--- config.mk ---
export PLATFORM = sky130hd
export DESIGN_NAME = dmem_arbiter
export DESIGN_NICKNAME = d
export VERILOG_FILES = /design/src/rtl/dmem_arbiter.sv
export SDC_FILE = /design/constraint.sdc
export NUM_CORES = 1
export LEC_CHECK = 0
export ABC_AREA = 1
export CORE_UTILIZATION = 40
export DETAILED_ROUTE_END_ITERATION = 7
export GPL_ROUTABILITY_DRIVEN = 0
export HOLD_SLACK_MARGIN = 0.1
export PLACE_DENSITY = 0.75
export SKIP_CTS_REPAIR_TIMING = 1
export SYNTH_ARGS = -nofsm -noshare
export SYNTH_HDL_FRONTEND = slang
export SYNTH_SLANG_ARGS = --single-unit
--- constraint.sdc ---
create_clock -name clk -period 4.3 [get_ports clk]
set_clock_uncertainty 0.05 [all_clocks]
set_input_delay 0.86 -clock clk [delete_from_list [all_inputs] [get_ports clk]]
set_output_delay 0.86 -clock clk [all_outputs]
set_load 0.05 [all_outputs]
--- src/rtl/dmem_arbiter.sv ---
// dmem_arbiter: two-port round-robin arbiter in front of a single-port data
// memory (asynchronous read, synchronous write). Each transaction takes
// three cycles: IDLE (grant and latch), ACCESS (memory cycle) and RESP
// (ack strobe).
module dmem_arbiter #(
    parameter int DATA_SZ    = 32,
    parameter int ADDRESS_SZ = 10
) (
    input  logic                  clk,
    input  logic                  rst,

    // requester port 0
    input  logic                  req0,
    input  logic                  we0,
    input  logic [ADDRESS_SZ-1:0] addr0,
    input  logic [DATA_SZ-1:0]    wdata0,
    output logic                  ack0,
    output logic [DATA_SZ-1:0]    rdata0,

    // requester port 1
    input  logic                  req1,
    input  logic                  we1,
    input  logic [ADDRESS_SZ-1:0] addr1,
    input  logic [DATA_SZ-1:0]    wdata1,
    output logic                  ack1,
    output logic [DATA_SZ-1:0]    rdata1,

    // memory side
    output logic [ADDRESS_SZ-1:0] mem_address,
    output logic [DATA_SZ-1:0]    mem_data_in,
    output logic                  mem_we,
    input  logic [DATA_SZ-1:0]    mem_data_out,
    output logic                  busy
);

    typedef enum logic [1:0] {
        IDLE   = 2'd0,
        ACCESS = 2'd1,
        RESP   = 2'd2
    } state_t;

    state_t                  state;
    logic                    owner;      // port that owns the current transaction
    logic                    prio;       // port favoured when both request
    logic                    lat_we;
    logic [ADDRESS_SZ-1:0]   lat_addr;
    logic [DATA_SZ-1:0]      lat_wdata;
    logic                    grant;

    // Pick the port to serve: a lone requester always wins, a tie goes to prio.
    always_comb begin
        // NOTE: default assignment first so every path drives grant and no latch is inferred.
        grant = prio;
        if (req0 && !req1) begin
            grant = 1'b0;
        end else if (req1 && !req0) begin
            grant = 1'b1;
        end
    end

    // Transaction FSM: latch the winner's request, run one memory cycle, then ack.
    always_ff @(posedge clk or posedge rst) begin
        if (rst) begin
            state     <= IDLE;
            owner     <= 1'b0;
            prio      <= 1'b0;
            lat_we    <= 1'b0;
            lat_addr  <= '0;
            lat_wdata <= '0;
            mem_we    <= 1'b0;
            rdata0    <= '0;
            rdata1    <= '0;
        end else begin
            // NOTE: non-blocking assignments so every register samples pre-edge values.
            case (state)
                IDLE: begin
                    if (req0 || req1) begin
                        owner     <= grant;
                        lat_we    <= grant ? we1    : we0;
                        lat_addr  <= grant ? addr1  : addr0;
                        lat_wdata <= grant ? wdata1 : wdata0;
                        // mem_we mirrors the latched we for the ACCESS cycle only
                        mem_we    <= grant ? we1    : we0;
                        state     <= ACCESS;
                    end
                end
                ACCESS: begin
                    // the write commits on this edge; a read result is captured now
                    mem_we <= 1'b0;
                    if (!lat_we) begin
                        if (owner) begin
                            rdata1 <= mem_data_out;
                        end else begin
                            rdata0 <= mem_data_out;
                        end
                    end
                    state <= RESP;
                end
                RESP: begin
                    prio  <= ~owner;
                    state <= IDLE;
                end
                default: begin
                    state <= IDLE;
                end
            endcase
        end
    end

    assign ack0        = (state == RESP) && !owner;
    assign ack1        = (state == RESP) &&  owner;
    assign busy        = (state != IDLE);
    assign mem_address = lat_addr;
    assign mem_data_in = lat_wdata;

endmodule

### After elaboration in Yosys (flattened, before gate mapping)

Index checks and enable logic that the tools add are counted.

* bits in registers: 112
* input bits: 122
* output and inout bits: 110
* logic and storage cells: 38

* equality and inequality tests: 3
* multiplexer cells: 9
* bitwise gates (word level): 2
* reduce and logical (&&, ||, !) cells: 15

Operators by type and width (count)
* $mux 32: 1
* $mux 10: 1
* $reduce_and 3->1: 2
* $logic_and 1x1->1: 4
* $mux 1: 4
* $pmux 2 s2: 1
* $reduce_and 2->1: 2
* $reduce_bool 2->1: 2
* $logic_not 1->1: 3
* $eq 2x1->1 const B: 1
* $eq 2x2->1 const B: 1
* $logic_not 2->1: 1
* $mux 2: 1
* $ne 2x2->1 const B: 1
* $not 1->1: 2
* $pmux 1 s2: 1
* $logic_or 1x1->1: 1

### Logic depth before layout (Yosys ltp)

Gate-level depths: netlist (run 1).

* word-level depth: 7
* gate-level depth with buffers: 7

### Worst setup path before layout (run 1)

No wires, ideal clock.

* path type: reg2out
* from: register state[0]
* to: output ack1
* arrival: 1.219 ns
* required time: 3.390 ns
* path slack: 2.171 ns
* cell stages (with the launch flop): 4
* path buffers: 0
* cells stage by stage: dfrtp_1 > inv_2 > nand2_1 > nor2_1

* cells in the longest elaborated chain, start to end: 2

Ends and longest elaborated chain
* start, declared: RTL line 42 `state_t state;`
* start signal, assigned: RTL line 64 `state <= IDLE;`
* start signal, assigned: RTL line 84 `state <= ACCESS;`
* start signal, assigned: RTL line 97 `state <= RESP;`
* $eq 2x2->1: RTL line 111 `assign ack1 = (state == RESP) && owner;`
* $logic_and 1x1->1: RTL line 111
* end, declared: RTL line 25 `output logic ack1,`

Every way passes these cells.

### Worst setup path in the final report (run 1)

Ends and elaborated chain as after synthesis.

==> results of run 1 <==
cell usage after synthesis (all sizes together):
cell and number:
nand2 203, inv 126, dfrtp 112, nand3 86, o21ai 64, buf 33, nor2 8, a21oi 1
o22ai 1
final cells by class:
| type | count | area share (%) |
|---|---|---|
| multi-input cells | 363 | 21.1 |
| inverters | 126 | 6.05 |
| repair buffers | 237 | 30.1 |
| clock buffers | 10 | 3.04 |
| clock inverters | 6 | 1.26 |
| flip-flops and latches | 112 | 35.6 |
| well taps | 172 | 2.74 |
power by group:
group	total (mW)	switching, mW	leakage (nW)	internal, mW
Clock	0.941	0.404	0.163	0.537
Sequential	1.88	0.296	1.36	1.59
Combinational	4.21	2.87	2.49	1.33
sequential cells by signal (all words and copies together), names as in the netlist:
name,flops
mem_data_in,32
prio,1
owner,1
lat_we,1
rdata1,32
mem_we,1
rdata0,32
mem_address,10
state,2
layer usage:
layer / vias to the layer above / track usage, %
li1: 2344 / -
met1: 2145 / 26.3
met2: 112 / 37.0
met3: 20 / 5.09
met4: 0 / 5.81
met5: - / 0
per-stage QoR:
step / worst slack [ns] / hold WS (ns) / cells
global route: 1.42 / 0.450 / 1026
CTS: 1.45 / 0.434 / 1026
finish: 1.48 / 0.433 / 1026
detailed placement: 1.82 / 0.415 / 1010
floorplan: 0.431 / 0.442 / 634
global placement: 1.82 / 0.412 / 1010
logic make-up after synthesis:
logic type,after synthesis
DFF,112
AOI/OAI and AO/OA,66
buffers and inverters,159
and+or+nand+nor,297
final timing paths:
kind	from	end	slack [ns]	depth (start not counted)
max	state[0]$_DFFE_PP0P_	ack1	1.48	4
min	mem_data_in[29]$_DFFE_PP0P_	mem_data_in[29]$_DFFE_PP0P_	0.43	2
max reg2reg	state[1]$_DFFE_PP0P_	mem_we$_DFFE_PP0P_	2.70	6
min reg2reg	mem_data_in[29]$_DFFE_PP0P_	mem_data_in[29]$_DFFE_PP0P_	0.43	2
max in group asynchronous	rst	mem_data_in[20]$_DFFE_PP0P_	2.55	3
min in group asynchronous	rst	mem_data_in[13]$_DFFE_PP0P_	0.87	2
critical path, delay by kind of cell, from the launching register on:
kind	cells	cell delay, ns
buf+inv	2	0.94
flops	1	0.38
simple gates	2	0.22
==> run metrics, run 1 <==
ant diodes 0; most frequent cells in the layout clkdlybuf4s50_1, nand2_1, inv_1; adder-cell share of the synthesized area 0%; critical path's slowest cell clkdlybuf4s50_1; min Tclk post-route 2.82 ns; post-synthesis mux area share 0%; Least-Margin Pin Slew around 0.72 ns; Post-Syn Nets about 760; io pins 232; Max Buffers Root-to-Sink 2; Starting DRT DRC Count 370; Fillers 1146; CP peak stage delay 0.84 ns; unrepaired setup endpoints after global routing no; Fmax achieved around 0.36 GHz; Area after DPL around 7500 um^2; Cell Pwr Density approximately 890 nW/um^2; CP Launch Type register; PortBufs 231; fraction of layout cells with a size suffix above 1 5.62%; complex-gate fraction of the synthesized area around 6.5%; Mapped Area 5210 um^2; WL met3 610 um; routed vias 4621; final WL ~14000 um; Slew Limit Fails 0; Site Rows 41; post-layout util 62.1%; Max-slew headroom about half; largest fanout on the critical path 3; fin nets 971; drt wl/cell 13.4 um; Final Hold Viols 0; Final Setup Violations 0; CTS tree yes; Fin Setup TNS 0 ns; leading area contributor after synthesis dfrtp_1; gr ovfl total 0; Simple-Gate Fraction of Synth Area 25.4%; Yosys cell types 18; arrival time worst endpoint around 1.9 ns; vias in the first global route 4543; highest metal layer with signal wires met4; Post-DRT Antenna Nets 0; Multi-input gate area 1660 um^2; routed wl met2 between 6000 and 7000 um; first-pass GRT wire length 22100 um; core area 12700 um^2; post-synthesis sequential area ratio 53.8%; DR vias/cell 4.50; final period utilization 65.5%; max-cap viol count 0; total clock buffers created by CTS 9; critical-path cell list inv_2 > nand2_1 > nor2_1 > clkdlybuf4s50_1; VDD IR max approximately 0.00049 V; Detailed Place HPWL 9390 um; WL met1 5930 um; Post-route DRC 0; Die H ~120 um; CP Class register to primary output; Starting Density about 41%; register area 2800 um^2; clk sinks 112; outcome completed; Clk pin slew, worst setup/hold paths 0.08 ns; proportion of netlist area held by the largest area contributor a little over half; clock root buffer master clkbuf_16; All-Layer GR Usage between 20% and 30%; FF+latch count, synth 112; Area Overhead vs Synth 50.8%; Synth Area per Inst 8.22 um^2; worst skew pair latency 0.35 ns; Power Total 7.03 mW; critical path endpoint category primary output; die extent in x 116 um; Hold Path Class register to register; Initial DRT Pass Iterations 4; final instance area 7860 um^2; leakage 4.02 nW; XOR/XNOR Fraction of Synth Area 0%; most common cell after layout, fill and taps aside clkdlybuf4s50_1; cell count after synthesis 634; H-tree depth 3; pin count of the biggest net entering global routing 69; initial antenna violation count 0; CP Data Required Time 3.39 ns; die area 13500 um^2; Area contributors post-synth dfrtp_1, nand2_1, inv_1; main combinational cell family by area after synthesis simple AND/OR/NAND/NOR gates; Yosys warning count 0
(Power assumes the default switching activity.)
==> run 2: changes to the inputs <==
- clock period: 4.3 -> 2.75 ns (I/O delays scaled with it)
==> run 2 against run 1 <==
Non-clock buffer count is 5 higher. Final cell count is 0.49% higher. Hold slack worse by 0.0051 ns. Sequential share of layout area is 0.35 points lower. Largest cell class unchanged. Wire length is 0.74% lower. First-iteration DRC count is 29% lower.
==> run metrics, run 2 (synthesis results as in run 1) <==
Area Overhead vs Synth 52.3%; min Tclk post-route 2.51 ns; Initial DRT Pass Iterations 5 (+1); Power Total 11.0 mW (+56%); fraction of layout cells with a size suffix above 1 6.17% (+0.55 points); critical path endpoint category primary output; post-layout util 62.7% (+0.61 points); clock root buffer master clkbuf_16; Final Setup Violations 0 (unchanged); routed vias 4634 (+0.28%); initial antenna violation count 0 (unchanged); max-cap viol count 0 (unchanged); worst setup margin 0.242 ns (-1.24 ns); clk sinks 112 (unchanged); All-Layer GR Usage 20.7% (-0.49 points); drt wl/cell 13.2 um (-1.2%); Post-DRT Antenna Nets 0 (unchanged); Max-slew headroom 55.5% (+3.7 points); Post-route DRC 0 (unchanged); ant diodes 0 (unchanged); first-pass GRT wire length 21800 um (-1.2%); Hold Path Class register to register; H-tree depth 3 (unchanged); Fmax achieved 0.399 GHz; io pins 232 (unchanged); CTS tree yes; gr ovfl total 0 (unchanged); clock power share 12.9% (-0.5 points); total clock buffers created by CTS 9 (unchanged); sequential power share 26.7% (about the same); largest fanout on the critical path 3 (unchanged); Layout Cells excl Fill 1031 (+0.49%); Least-Margin Pin Slew 0.668 ns (-0.0542 ns); Final Hold Viols 0 (unchanged); CP Data Required Time 2.15 ns (-1.24 ns); CP Launch Type register; Detailed Place HPWL 9690 um (+3.3%); Clk pin slew, worst setup/hold paths 0.07 ns (about the same); sw frac 50.4% (-0.39 points); PortBufs 231 (unchanged); placed cells 1015 (+0.50%); most frequent cells in the layout clkdlybuf4s50_1, nand2_1, inv_1; unrepaired setup endpoints after global routing no; final instance area 7940 um^2 (+0.99%); Site Rows 41 (unchanged); leakage 4.05 nW (+0.86%); fin nets 976 (+0.51%); outcome completed; final WL 13600 um (-0.74%); Area after DPL 7610 um^2 (+1.2%); Slew Limit Fails 0 (unchanged); Fin Setup TNS 0 ns (unchanged); combinational power share 60.4% (+0.6 points); final period utilization 91.2%; pin count of the biggest net entering global routing 65 (-5.8%); die extent in x 116 um (unchanged); worst skew pair latency 0.33 ns (-0.02 ns); Starting Density 41.1% (unchanged); Int Pwr 5.45 mW (+58%); Cell Pwr Density 1390 nW/um^2 (+55%); Starting DRT DRC Count 261 (-29%); VDD IR max 0.000652 V (+32%); DP Worst Slack 0.558 ns (-1.26 ns); hold_ws 0.428 ns (-0.00511 ns); most common cell after layout, fill and taps aside clkdlybuf4s50_1; arrival time worst endpoint 1.91 ns (about the same); Fillers 1124 (-1.9%); core area 12700 um^2 (unchanged); Die H 116 um (unchanged); die area 13500 um^2 (unchanged); CP Class register to primary output; Max Buffers Root-to-Sink 2 (unchanged); vias in the first global route 4371 (-3.8%); NetSw 5.55 mW (+55%); DR vias/cell 4.49 (-0.21%)
## run 2: critical path, cell delays in order (launching register included)
cell and delay (ns):
dfrtp_1 0.37, inv_2 0.10, nand2_1 0.10, nor2_1 0.14, clkdlybuf4s50_1 0.85
## run 2: area by class of cell
class / count / area (um^2) / share of cell area, %
clock buffers: 9 / 225 / 2.84
clock inverters: 7 / 101 / 1.28
inverters: 126 / 477 / 6.00
multi-input cells: 363 / 1660 / 20.9
flip-flops and latches: 112 / 2800 / 35.3
well taps: 172 / 215 / 2.71
repair buffers: 242 / 2460 / 30.9
## run 2: path summary, 6_finish.rpt
check / startpoint / to / slack [ns] / depth (start not counted)
worst max-delay path: state[0]$_DFFE_PP0P_ / ack1 / 0.24 / 4
worst min-delay path: mem_data_in[5]$_DFFE_PP0P_ / mem_data_in[5]$_DFFE_PP0P_ / 0.43 / 2
worst max register to register: state[1]$_DFFE_PP0P_ / rdata0[5]$_DFFE_PP0P_ / 1.16 / 5
worst min register to register: mem_data_in[5]$_DFFE_PP0P_ / mem_data_in[5]$_DFFE_PP0P_ / 0.43 / 2
max in group asynchronous: rst / mem_data_in[12]$_DFFE_PP0P_ / 1.50 / 3
min in group asynchronous: rst / rdata1[21]$_DFFE_PP0P_ / 0.54 / 2
## run 2: power by group through the flow
stage          logic (mW)  clock network [mW]  registers (mW)
5_1_grt              7.07                1.54            3.04
6_report             6.65                1.42            2.93
2_1_floorplan        1.84                   0            5.68
4_1_cts              6.72                1.47            2.94
3_5_place_dp         6.71                   0            2.94
3_3_place_gp         6.64                   0            2.93
## run 2: layer usage
metal	vias up	routed length, um	global-route usage [%]	part of all wire (%)
met5	-	0	0	0
met3	26	659	3.89	4.8
met2	132	6540	33.6	48
met1	2111	6070	27.3	44
li1	2365	-	-	-
met4	0	365	8.72	2.7
